$ cat src/rtl/fp_div_special_pipe.sv
// -----------------------------------------------------------------------------
// fp_div_special_pipe
//
// Purpose:
//   Post-processing stage for a floating-point divider. It classifies the
//   dividend and divisor and overrides the raw quotient from the divider core
//   for IEEE-style special cases: NaN, 0/0, INF/INF, x/0, 0/x, x/INF, INF/x
//   and division by one. A 3-bit class code travels with each result.
//   Subnormal operands are flushed to zero.
//
//   Two register stages:
//     S1 : operand classes, result sign, dividend magnitude, raw quotient
//     S2 : final quotient word and class code
//
// Ports:
//   clk            clock, all state on the rising edge
//   rst_n          synchronous active-low reset
//   in_valid       dividend/divisor/raw-quotient triple valid
//   in_ready       block accepts the triple this cycle
//   data_iA        dividend        [W-1:0]
//   data_iB        divisor         [W-1:0]
//   data_o_i       raw quotient    [W-1:0]
//   out_valid      data_o/class_o valid
//   out_ready      downstream accepts data_o
//   data_o         final quotient  [W-1:0]
//   class_o        result case code [2:0]
//   flag_clr       clears the sticky flags
//   flag_invalid   sticky invalid-operation flag
//   flag_divzero   sticky divide-by-zero flag
//
//   W = 1 + EXP_W + MAN_W
//
// Configuration:
//   FP_DIV_SPECIAL_FLAGS_EN  defined   : sticky flag registers are built.
//                            undefined : both flags tied 0, flag_clr ignored.
//
// Handshake (both ports): a transfer happens on a rising edge where valid and
// ready are both 1. A producer holding valid=1 while ready=0 keeps its data
// stable; ready never depends on valid of the same port.
// -----------------------------------------------------------------------------
module fp_div_special_pipe #(
   parameter int EXP_W = 8,
   parameter int MAN_W = 23
) (
   input  logic                   clk,
   input  logic                   rst_n,
   input  logic                   in_valid,
   output logic                   in_ready,
   input  logic [EXP_W+MAN_W:0]   data_iA,
   input  logic [EXP_W+MAN_W:0]   data_iB,
   input  logic [EXP_W+MAN_W:0]   data_o_i,
   output logic                   out_valid,
   input  logic                   out_ready,
   output logic [EXP_W+MAN_W:0]   data_o,
   output logic [2:0]             class_o,
   input  logic                   flag_clr,
   output logic                   flag_invalid,
   output logic                   flag_divzero
);

   localparam int W = 1 + EXP_W + MAN_W;

   // Operand classes
   localparam logic [2:0] OP_ZERO = 3'd0;
   localparam logic [2:0] OP_INF  = 3'd1;
   localparam logic [2:0] OP_NAN  = 3'd2;
   localparam logic [2:0] OP_ONE  = 3'd3;
   localparam logic [2:0] OP_NORM = 3'd4;

   // Result class codes
   localparam logic [2:0] RES_CORE    = 3'd0;
   localparam logic [2:0] RES_INVALID = 3'd1;
   localparam logic [2:0] RES_DIVZERO = 3'd2;
   localparam logic [2:0] RES_ZERO    = 3'd3;
   localparam logic [2:0] RES_INF     = 3'd4;
   localparam logic [2:0] RES_BYONE   = 3'd5;

   localparam logic [EXP_W-1:0] EXP_BIAS = {1'b0, {(EXP_W-1){1'b1}}};

   function automatic logic [2:0] classify(input logic [W-1:0] x);
      logic [EXP_W-1:0] e;
      logic [MAN_W-1:0] m;
      e = x[W-2:MAN_W];
      m = x[MAN_W-1:0];
      if (e == '0)
         classify = OP_ZERO;
      else if (e == '1)
         classify = (m == '0) ? OP_INF : OP_NAN;
      else if ((e == EXP_BIAS) && (m == '0))
         classify = OP_ONE;
      else
         classify = OP_NORM;
   endfunction

   // ---------------------------------------------------------------- control
   logic w_s1_adv;
   logic w_s2_adv;
   logic w_fire;

   logic r_s1_valid;
   logic r_s2_valid;

   // S2 moves when empty or when its result is taken; S1 can take a new
   // triple when it is empty or its content moves into S2.
   assign w_s2_adv  = !r_s2_valid || out_ready;
   assign w_s1_adv  = !r_s1_valid || w_s2_adv;
   assign in_ready  = w_s1_adv;
   assign w_fire    = r_s2_valid && out_ready;
   assign out_valid = r_s2_valid;

   // ---------------------------------------------------------------- stage 1
   logic [2:0]   r_s1_cls_a;
   logic [2:0]   r_s1_cls_b;
   logic         r_s1_sign;
   logic [W-2:0] r_s1_a_mag;
   logic [W-2:0] r_s1_q_mag;

   // The raw quotient's own sign is always replaced by sA ^ sB.
   logic w_unused_q_sign;
   assign w_unused_q_sign = data_o_i[W-1];

   always_ff @(posedge clk) begin
      if (!rst_n) begin
         r_s1_valid <= 1'b0;
         r_s1_cls_a <= OP_ZERO;
         r_s1_cls_b <= OP_ZERO;
         r_s1_sign  <= 1'b0;
         r_s1_a_mag <= '0;
         r_s1_q_mag <= '0;
      end else if (w_s1_adv) begin
         r_s1_valid <= in_valid;
         if (in_valid) begin
            r_s1_cls_a <= classify(data_iA);
            r_s1_cls_b <= classify(data_iB);
            r_s1_sign  <= data_iA[W-1] ^ data_iB[W-1];
            r_s1_a_mag <= data_iA[W-2:0];
            r_s1_q_mag <= data_o_i[W-2:0];
         end
      end
   end

   // ------------------------------------------------- case resolution (S1->S2)
   logic [W-1:0] w_res_data;
   logic [2:0]   w_res_cls;
   logic         w_a_fin;

   // ONE is an ordinary finite non-zero value for the special-case rules.
   assign w_a_fin = (r_s1_cls_a == OP_NORM) || (r_s1_cls_a == OP_ONE);

   always_comb begin
      w_res_data = {r_s1_sign, r_s1_q_mag};
      w_res_cls  = RES_CORE;
      if ((r_s1_cls_a == OP_NAN) || (r_s1_cls_b == OP_NAN) ||
          ((r_s1_cls_a == OP_ZERO) && (r_s1_cls_b == OP_ZERO)) ||
          ((r_s1_cls_a == OP_INF) && (r_s1_cls_b == OP_INF))) begin
         w_res_data = '1;
         w_res_cls  = RES_INVALID;
      end else if (r_s1_cls_b == OP_ZERO) begin
         // A is finite non-zero or INF here
         w_res_data = {r_s1_sign, {EXP_W{1'b1}}, {MAN_W{1'b0}}};
         w_res_cls  = RES_DIVZERO;
      end else if ((r_s1_cls_a == OP_ZERO) ||
                   (w_a_fin && (r_s1_cls_b == OP_INF))) begin
         w_res_data = {r_s1_sign, {(W-1){1'b0}}};
         w_res_cls  = RES_ZERO;
      end else if (r_s1_cls_a == OP_INF) begin
         // B is finite non-zero here, including ONE
         w_res_data = {r_s1_sign, {EXP_W{1'b1}}, {MAN_W{1'b0}}};
         w_res_cls  = RES_INF;
      end else if (r_s1_cls_b == OP_ONE) begin
         w_res_data = {r_s1_sign, r_s1_a_mag};
         w_res_cls  = RES_BYONE;
      end
   end

   // ---------------------------------------------------------------- stage 2
   logic [W-1:0] r_s2_data;
   logic [2:0]   r_s2_cls;

   always_ff @(posedge clk) begin
      if (!rst_n) begin
         r_s2_valid <= 1'b0;
         r_s2_data  <= '0;
         r_s2_cls   <= RES_CORE;
      end else if (w_s2_adv) begin
         r_s2_valid <= r_s1_valid;
         // Bubbles leave the old word in place; out_valid=0 marks it stale.
         if (r_s1_valid) begin
            r_s2_data <= w_res_data;
            r_s2_cls  <= w_res_cls;
         end
      end
   end

   assign data_o  = r_s2_data;
   assign class_o = r_s2_cls;

   // ----------------------------------------------------------- sticky flags
`ifdef FP_DIV_SPECIAL_FLAGS_EN
   logic r_flag_invalid;
   logic r_flag_divzero;

   // A set event in the same cycle as flag_clr keeps the flag set.
   always_ff @(posedge clk) begin
      if (!rst_n) begin
         r_flag_invalid <= 1'b0;
         r_flag_divzero <= 1'b0;
      end else begin
         if (w_fire && (r_s2_cls == RES_INVALID))
            r_flag_invalid <= 1'b1;
         else if (flag_clr)
            r_flag_invalid <= 1'b0;

         if (w_fire && (r_s2_cls == RES_DIVZERO))
            r_flag_divzero <= 1'b1;
         else if (flag_clr)
            r_flag_divzero <= 1'b0;
      end
   end

   assign flag_invalid = r_flag_invalid;
   assign flag_divzero = r_flag_divzero;
`else
   logic w_unused_flag_in;
   assign w_unused_flag_in = flag_clr ^ w_fire;
   assign flag_invalid     = 1'b0;
   assign flag_divzero     = 1'b0;
`endif

endmodule
$ cat config.mk
export PLATFORM = sky130hd
export DESIGN_NAME = fp_div_special_pipe
export DESIGN_NICKNAME = d
export VERILOG_FILES = /design/src/rtl/fp_div_special_pipe.sv
export SDC_FILE = /design/constraint.sdc
export NUM_CORES = 1
export LEC_CHECK = 0
export ABC_AREA = 1
export BUFFER_PORTS_ARGS = -buffer_cell sky130_fd_sc_hd__buf_2
export CAP_MARGIN = 25
export CORE_ASPECT_RATIO = 0.75
export CORE_MARGIN = 2
export CORE_UTILIZATION = 46
export CTS_CLUSTER_DIAMETER = 60
export CTS_CLUSTER_SIZE = 28
export DETAILED_ROUTE_END_ITERATION = 12
export MAX_ROUTING_LAYER = met4
export PLACE_DENSITY = 0.81
export SYNTH_ARGS = -nofsm -noshare
export SYNTH_HDL_FRONTEND = slang
export SYNTH_SLANG_ARGS = --single-unit
$ cat constraint.sdc
create_clock -name clk -period 1.3 [get_ports clk]
set_input_delay 0.195 -clock clk [delete_from_list [all_inputs] [get_ports clk]]
set_output_delay 0.195 -clock clk [all_outputs]
set_load 0.02 [all_outputs]
==> run_results.csv, run 1 <==
group,metric,value,unit
layout,antenna_cells,0,
layout,fill_cells,792,
global_route,grt_pass1_wl,21.1,mm
route,wl_met2,6.97,mm
global_route,grt-ovfl-total,0,
die,die-height,91.2,um
timing,hold_violations,0,
clocking,clk_pin_slew,0.07,ns
timing,slew_viol_final,0,
hold_path,holdPathStages,3,
synthesis,synth_edf_count,0,
hold_path,min_to,"r_s1_q_mag[26]",
worst_setup_path,critPathMaxFanout,5,
worst_setup_path,r2r_setup_slack,-0.12,ns
route,top_layer_used,"met4",
die,rows,31,
timing,finalSetupViolations,34,
route,drt_first_iter_violations,377,
timing,final.setup.worst_slack,-0.125,ns
route,routed_wl,14.3,mm
layout,layout-drive-gt1-share,34.0,%
synthesis,yosys-top-cells-area,"dfxtp_1 46%, o21ai_0 12%, nor2_1 11%",
worst_setup_path,r2r-start,"r_s1_cls_a[0]",
route,wl_met1,5.76,mm
synthesis,syn_avg_cell_area,7.18,sq um
timing,skew,0.00636,ns
layout,instances_no_fill,936,
clocking,cts_root_buf,"clkbuf_16",
worst_setup_path,reg2reg_to,"data_o[10]",
die,top_level_ports,140,
die,initial_core_util,47.9,%
synthesis,synth_ff_type,"dfxtp_1",
synthesis,synth_common_cells,"139 x nor2_1, 114 x o21ai_0, 106 x dfxtp_1",
place,dp_cells,902,
die,core_area,0.00974,sq mm
clocking,clockBufferDepth,2,
power_and_ir_drop,power-per-cell-area,1150,mW/mm^2
timing,setup-tns-final,-2.57,ns
worst_setup_path,reg2reg_depth,7,
power_and_ir_drop,irDropWorstVdd,0.841,mV
die,die_width,120,um
global_route,grt_pass1_vias,4586,
clocking,cts.sinks,106,
synthesis,yosysWarnings,0,
layout,final_core_util,66.0,%
place,dp_hpwl,8.97,mm
route,detail_route.vias_per_cell,5.39,
power_and_ir_drop,p_leak,2.81,nW
global_route,grt.total_usage,24.3,%
clocking,cts_tree,"built",
synthesis,yosys.area.top_type_share,45.5,%
place,gp_congestion,0.844,
clocking,htreeDepth,3,
worst_setup_path,crit_type,"reg -> reg",
place,port_buffers,135,
global_route,antenna_found_initial,0,
synthesis,synth_most_common_cell,"nor2_1",
layout,fin_nets,900,
synthesis,async_flop_share,0,%
place,dp_slack,-0.173,ns
route,drc,0,
run_status,violations,"setup timing",
synthesis,yosysUniqueCellTypes,32,
worst_setup_path,cp.arrival,1.71,ns
hold_path,min_path_type,"in -> reg",
run_status,status,"finished, violations left",
worst_setup_path,crit_required,1.58,ns
timing,fmax,0.702,GHz
worst_setup_path,cp-start-kind,"register",
route,drt_pre_antenna_iters,6,
synthesis,synthCells,649,
worst_setup_path,endpoint_kind,"register",
clocking,cts-buffers-inserted,9,
synthesis,netlist_area,0.00466,sq mm
route,wl_met3,1.19,mm
flow_run,maxCapViolCount,0,
synthesis,yosysSeqAreaShare,45.5,%
clocking,clk_latency,0.35,ns
die,die_area,0.0110,sq mm
timing,min_period,1.42,ns
global_route,grt_start_max_net_pins,51,
route,ant_nets,0,
layout,area_growth,37.9,%
worst_setup_path,startpoint,"r_s1_cls_a[0]",
synthesis,ys_seq_elements,106,
hold_path,hold_start,"data_o_i[26]",
route,vias,5048,
timing,rsz0062_at_grt,"yes",
timing,fin_crit_sh,110,%
synthesis,synth_top_area_cell,"dfxtp_1",
route,wire_per_inst,15.2,um
## worst max path at each step
stage	to	slack, ns	depth (start not counted)
after floorplan	data_o[10]	0.02	7
after global placement	data_o[26]	-0.07	7
after detailed placement	data_o[24]	-0.17	7
after CTS	class_o[1]	-0.03	7
after global routing	data_o[26]	-0.17	8
final	data_o[10]	-0.12	7
## cell usage in the layout (no fill, tap or decap), drive strengths merged
| master | Yosys | routed |
|---|---|---|
| dfxtp | 106 | 106 |
| nor2 | 140 | 140 |
| or2 | 2 | 2 |
| nand3 | 14 | 14 |
| o22ai | 7 | 7 |
| nand2 | 94 | 94 |
| conb | 1 | 2 |
| a31oi | 1 | 1 |
| o21ai | 115 | 115 |
| nand3b | 3 | 3 |
| clkinv | 1 | 5 |
| clkbuf | 23 | 16 |
| nand4 | 7 | 7 |
| a21oi | 70 | 70 |
| xor2 | 1 | 1 |
| nor3 | 4 | 4 |
| inv | 43 | 42 |
| buf | 17 | 175 |
## report_power, final
part | internal, mW | total, mW | switching [mW]
sequential | 3.48 | 3.61 | 0.130
combinational | 0.534 | 1.25 | 0.720
clock | 1.34 | 2.50 | 1.16
total | 5.36 | 7.37 | 2.01
## sequential cells by signal, summed over array words and instances (netlist names), 3 cells and up
register and flops:
class_o 3, data_o 32, r_s1_a_mag 31, r_s1_cls_a 3
r_s1_cls_b 3, r_s1_q_mag 31
## cell families (layout without fill, tap and decap cells)
| logic type | count (synthesis) | in the layout | share of synthesized area, % |
|---|---|---|---|
| XOR/XNOR | 1 | 1 | 0.188 |
| AND/OR/NAND/NOR | 264 | 264 | 23.9 |
| AO/OA/AOI/OAI | 193 | 193 | 22.0 |
| flip-flops | 106 | 106 | 45.5 |
| other | 1 | 2 | 0.0805 |
| buffers and inverters | 84 | 238 | 8.30 |
## cell type report
cell class                 instances  area, sq um  area share (%)
inverter                          44          190            2.96
clock buffer                      13          250            3.89
clock inverter                     3         15.0           0.234
timing repair buffer             178         1250            19.5
tap                              132          165            2.57
sequential                       106         2140            33.3
multi-input combinational        460         2410            37.5
## metal layers
metal	global-route usage, %	vias up
li1	-	2430
met1	29.5	2329
met2	40.6	254
met3	5.53	35
met4	6.98	0
met5	-	-
## repair_timing
| item | in CTS | in global routing |
|---|---|---|
| pin swaps | 9 | 19 |
| gates resized for setup | 24 | 84 |
| hold buffers | 0 | 0 |
| cloned | 0 | 3 |
| setup endpoints to repair | 36 | 65 |
| buffers inserted | 3 | 12 |
## metrics by stage
stage / hold slack [ns] / instance area, sq um / total power, mW
finish: 0.0924 / 6420 / 7.37
floorplan: 0.343 / 4680 / 4.28
global placement: 0.432 / 5580 / 4.67
detailed placement: 0.441 / 5580 / 4.72
CTS: 0.0914 / 5940 / 7.17
global route: 0.107 / 6420 / 7.66
## worst max-delay path, stage by stage (launching register included)
cell and delay, ns:
dfxtp_4 0.37, or2_4 0.26, a21oi_4 0.15, nor3_4 0.07, buf_12 0.13, buf_12 0.13
buf_12 0.12, a21oi_2 0.12
No activity file was read; power rests on OpenSTA's default activity.
==> inputs of run 2 (changes only) <==
--- a/config.mk
+++ b/config.mk
@@ -10,12 +10,12 @@
 export CAP_MARGIN = 25
 export CORE_ASPECT_RATIO = 0.75
 export CORE_MARGIN = 2
-export CORE_UTILIZATION = 46
+export CORE_UTILIZATION = 50
 export CTS_CLUSTER_DIAMETER = 60
-export CTS_CLUSTER_SIZE = 28
+export CTS_CLUSTER_SIZE = 8
 export DETAILED_ROUTE_END_ITERATION = 12
 export MAX_ROUTING_LAYER = met4
-export PLACE_DENSITY = 0.81
+export PLACE_DENSITY = 0.84
 export SYNTH_ARGS = -nofsm -noshare
 export SYNTH_HDL_FRONTEND = slang
 export SYNTH_SLANG_ARGS = --single-unit
==> constraint.sdc (replaced) <==
create_clock -name clk -period 1.5 [get_ports clk]
set_input_delay 0.225 -clock clk [delete_from_list [all_inputs] [get_ports clk]]
set_output_delay 0.225 -clock clk [all_outputs]
set_load 0.02 [all_outputs]
==> run 2 against run 1 <==
Compared with the run above: the run now ends clean; sequential power is 14% lower; cell count is 3.1% lower; maximum frequency shrank 1.5%; critical path depth did not move; first-iteration DRC count grew 4.2%; via count fell by 5.2%; combinational power fell by 27%; clock-buffer cell count shrank 2; register-to-register slack better by 0.18 ns; critical endpoint is now class_o[2].
==> run_results.csv, run 2 (same netlist as run 1, synthesis figures left out) <==
group,metric,value,unit
hold_path,min_path_type,"in -> reg",
timing,final.setup.worst_slack,0.0541,ns
die,initial_core_util,51.5,%
global_route,grt-ovfl-total,0,
worst_setup_path,endpoint_kind,"register",
worst_setup_path,reg2reg_depth,7,
layout,most-common-layout-cells,"139 x nor2_1, 135 x buf_2, 114 x o21ai_0, 103 x dfxtp_1, 89 x nand2_1",
global_route,grt_start_max_net_pins,61,
global_route,grt_pass1_vias,4540,
timing,min_period,1.45,ns
route,detail_route.vias_per_cell,5.27,
worst_setup_path,r2r-start,"r_s1_cls_a[0]",
die,core_area,0.00905,sq mm
route,ant_nets,0,
die,rows,30,
route,drt_first_iter_violations,393,
place,port_buffers,135,
clocking,cts_root_buf,"clkbuf_16",
place,gp_congestion,0.935,
clocking,htreeDepth,3,
power_and_ir_drop,irDropWorstVdd,0.575,mV
timing,hold_violations,0,
clocking,cts.sinks,106,
worst_setup_path,cp-start-kind,"register",
clocking,cts_tree,"built",
flow_run,maxCapViolCount,0,
clocking,cts-buffers-inserted,9,
global_route,antenna_found_initial,0,
clocking,clockBufferDepth,2,
route,routed_wl,12.6,mm
timing,fin_crit_sh,96.4,%
hold_path,hold_start,"data_o_i[28]",
die,top_level_ports,140,
global_route,grt_pass1_wl,20.0,mm
timing,setup-tns-final,0,ns
worst_setup_path,r2r_setup_slack,0.05,ns
hold_path,min_to,"r_s1_q_mag[28]",
worst_setup_path,critPathMaxFanout,12,
route,drc,0,
layout,area_growth,24.4,%
route,vias,4784,
route,wire_per_inst,13.9,um
timing,slew_viol_final,0,
clocking,clk_pin_slew,0.07,ns
global_route,grt.total_usage,25.4,%
timing,finalSetupViolations,0,
timing,rsz0062_at_grt,"no",
run_status,status,"finished clean",
layout,layout.cells.most_common,"nor2_1",
die,die_width,115,um
clocking,clk_latency,0.34,ns
worst_setup_path,crit_type,"reg -> reg",
power_and_ir_drop,p_leak,2.58,nW
route,drt_pre_antenna_iters,5,
layout,fin_nets,875,
place,dp_hpwl,8.55,mm
worst_setup_path,reg2reg_to,"class_o[2]",
hold_path,holdPathStages,3,
worst_setup_path,cp.arrival,1.71,ns
layout,antenna_cells,0,
place,dp_slack,0.0194,ns
layout,largest_reg_flops,32,
layout,layout-drive-gt1-share,25.9,%
timing,fmax,0.692,GHz
die,die_area,0.0101,sq mm
power_and_ir_drop,power-per-cell-area,1100,mW/mm^2
die,die-height,87.6,um
worst_setup_path,crit_required,1.76,ns
timing,skew,0.00939,ns
==> run 2: worst max path at each step <==
stage,startpoint,endpoint,cells past startpoint
floorplan,out_valid,r_s1_a_mag[20],7
global placement,r_s1_cls_b[0],data_o[29],7
detailed placement,r_s1_cls_b[1],data_o[0],8
CTS,r_s1_cls_b[2],data_o[0],9
global route,r_s1_cls_a[0],data_o[9],8
finish,r_s1_cls_a[0],class_o[2],7
==> run 2: final cells by class <==
type / instances / area (sq um)
inverter: 44 / 170
timing repair buffer: 151 / 841
sequential: 106 / 2130
clock buffer: 11 / 233
tap: 128 / 160
multi-input combinational: 462 / 2200
clock inverter: 5 / 63.8
fill: 802 / 3250
==> run 2: what timing repair did <==
action / CTS / global route
endpoints found under the hold margin: 0 / 0
buffers inserted: 0 / 2
hold buffers: 0 / 0
setup endpoints to repair: 0 / 34
resized for setup: 0 / 11
==> run 2: worst max-delay path, stage by stage, from the launching register on <==
cell and delay [ns]:
dfxtp_1 0.41, or2_1 0.18, nand2_1 0.08, nand2_2 0.09, inv_4 0.10, nor2_4 0.27
nand3_2 0.10, a21oi_1 0.14
==> run 2: power breakdown <==
part	leakage (nW)	internal (mW)	switching, mW
Sequential	0.880	3.02	0.0988
Combinational	1.56	0.349	0.559
Clock	0.140	1.31	1.03
==> run 2: per-layer routing <==
metal / global-route usage, % / wire (um) / up-vias
met5: - / 0 / -
met3: 5.61 / 928 / 17
met2: 42.6 / 5860 / 189
li1: - / - / 2367
met1: 31.1 / 5710 / 2211
met4: 6.79 / 141 / 0
==> run 2: through the flow <==
step	hold WS [ns]	total power [mW]	util, %	instances	instance area (sq um)
finish	0.132	6.36	64.1	907	5800
global route	0.138	6.62	64.1	907	5800
CTS	0.133	6.33	63.2	903	5710
detailed placement	0.444	4.05	59.9	887	5420
global placement	0.434	4.01	59.9	887	5420
floorplan	0.373	3.71	-	650	4660
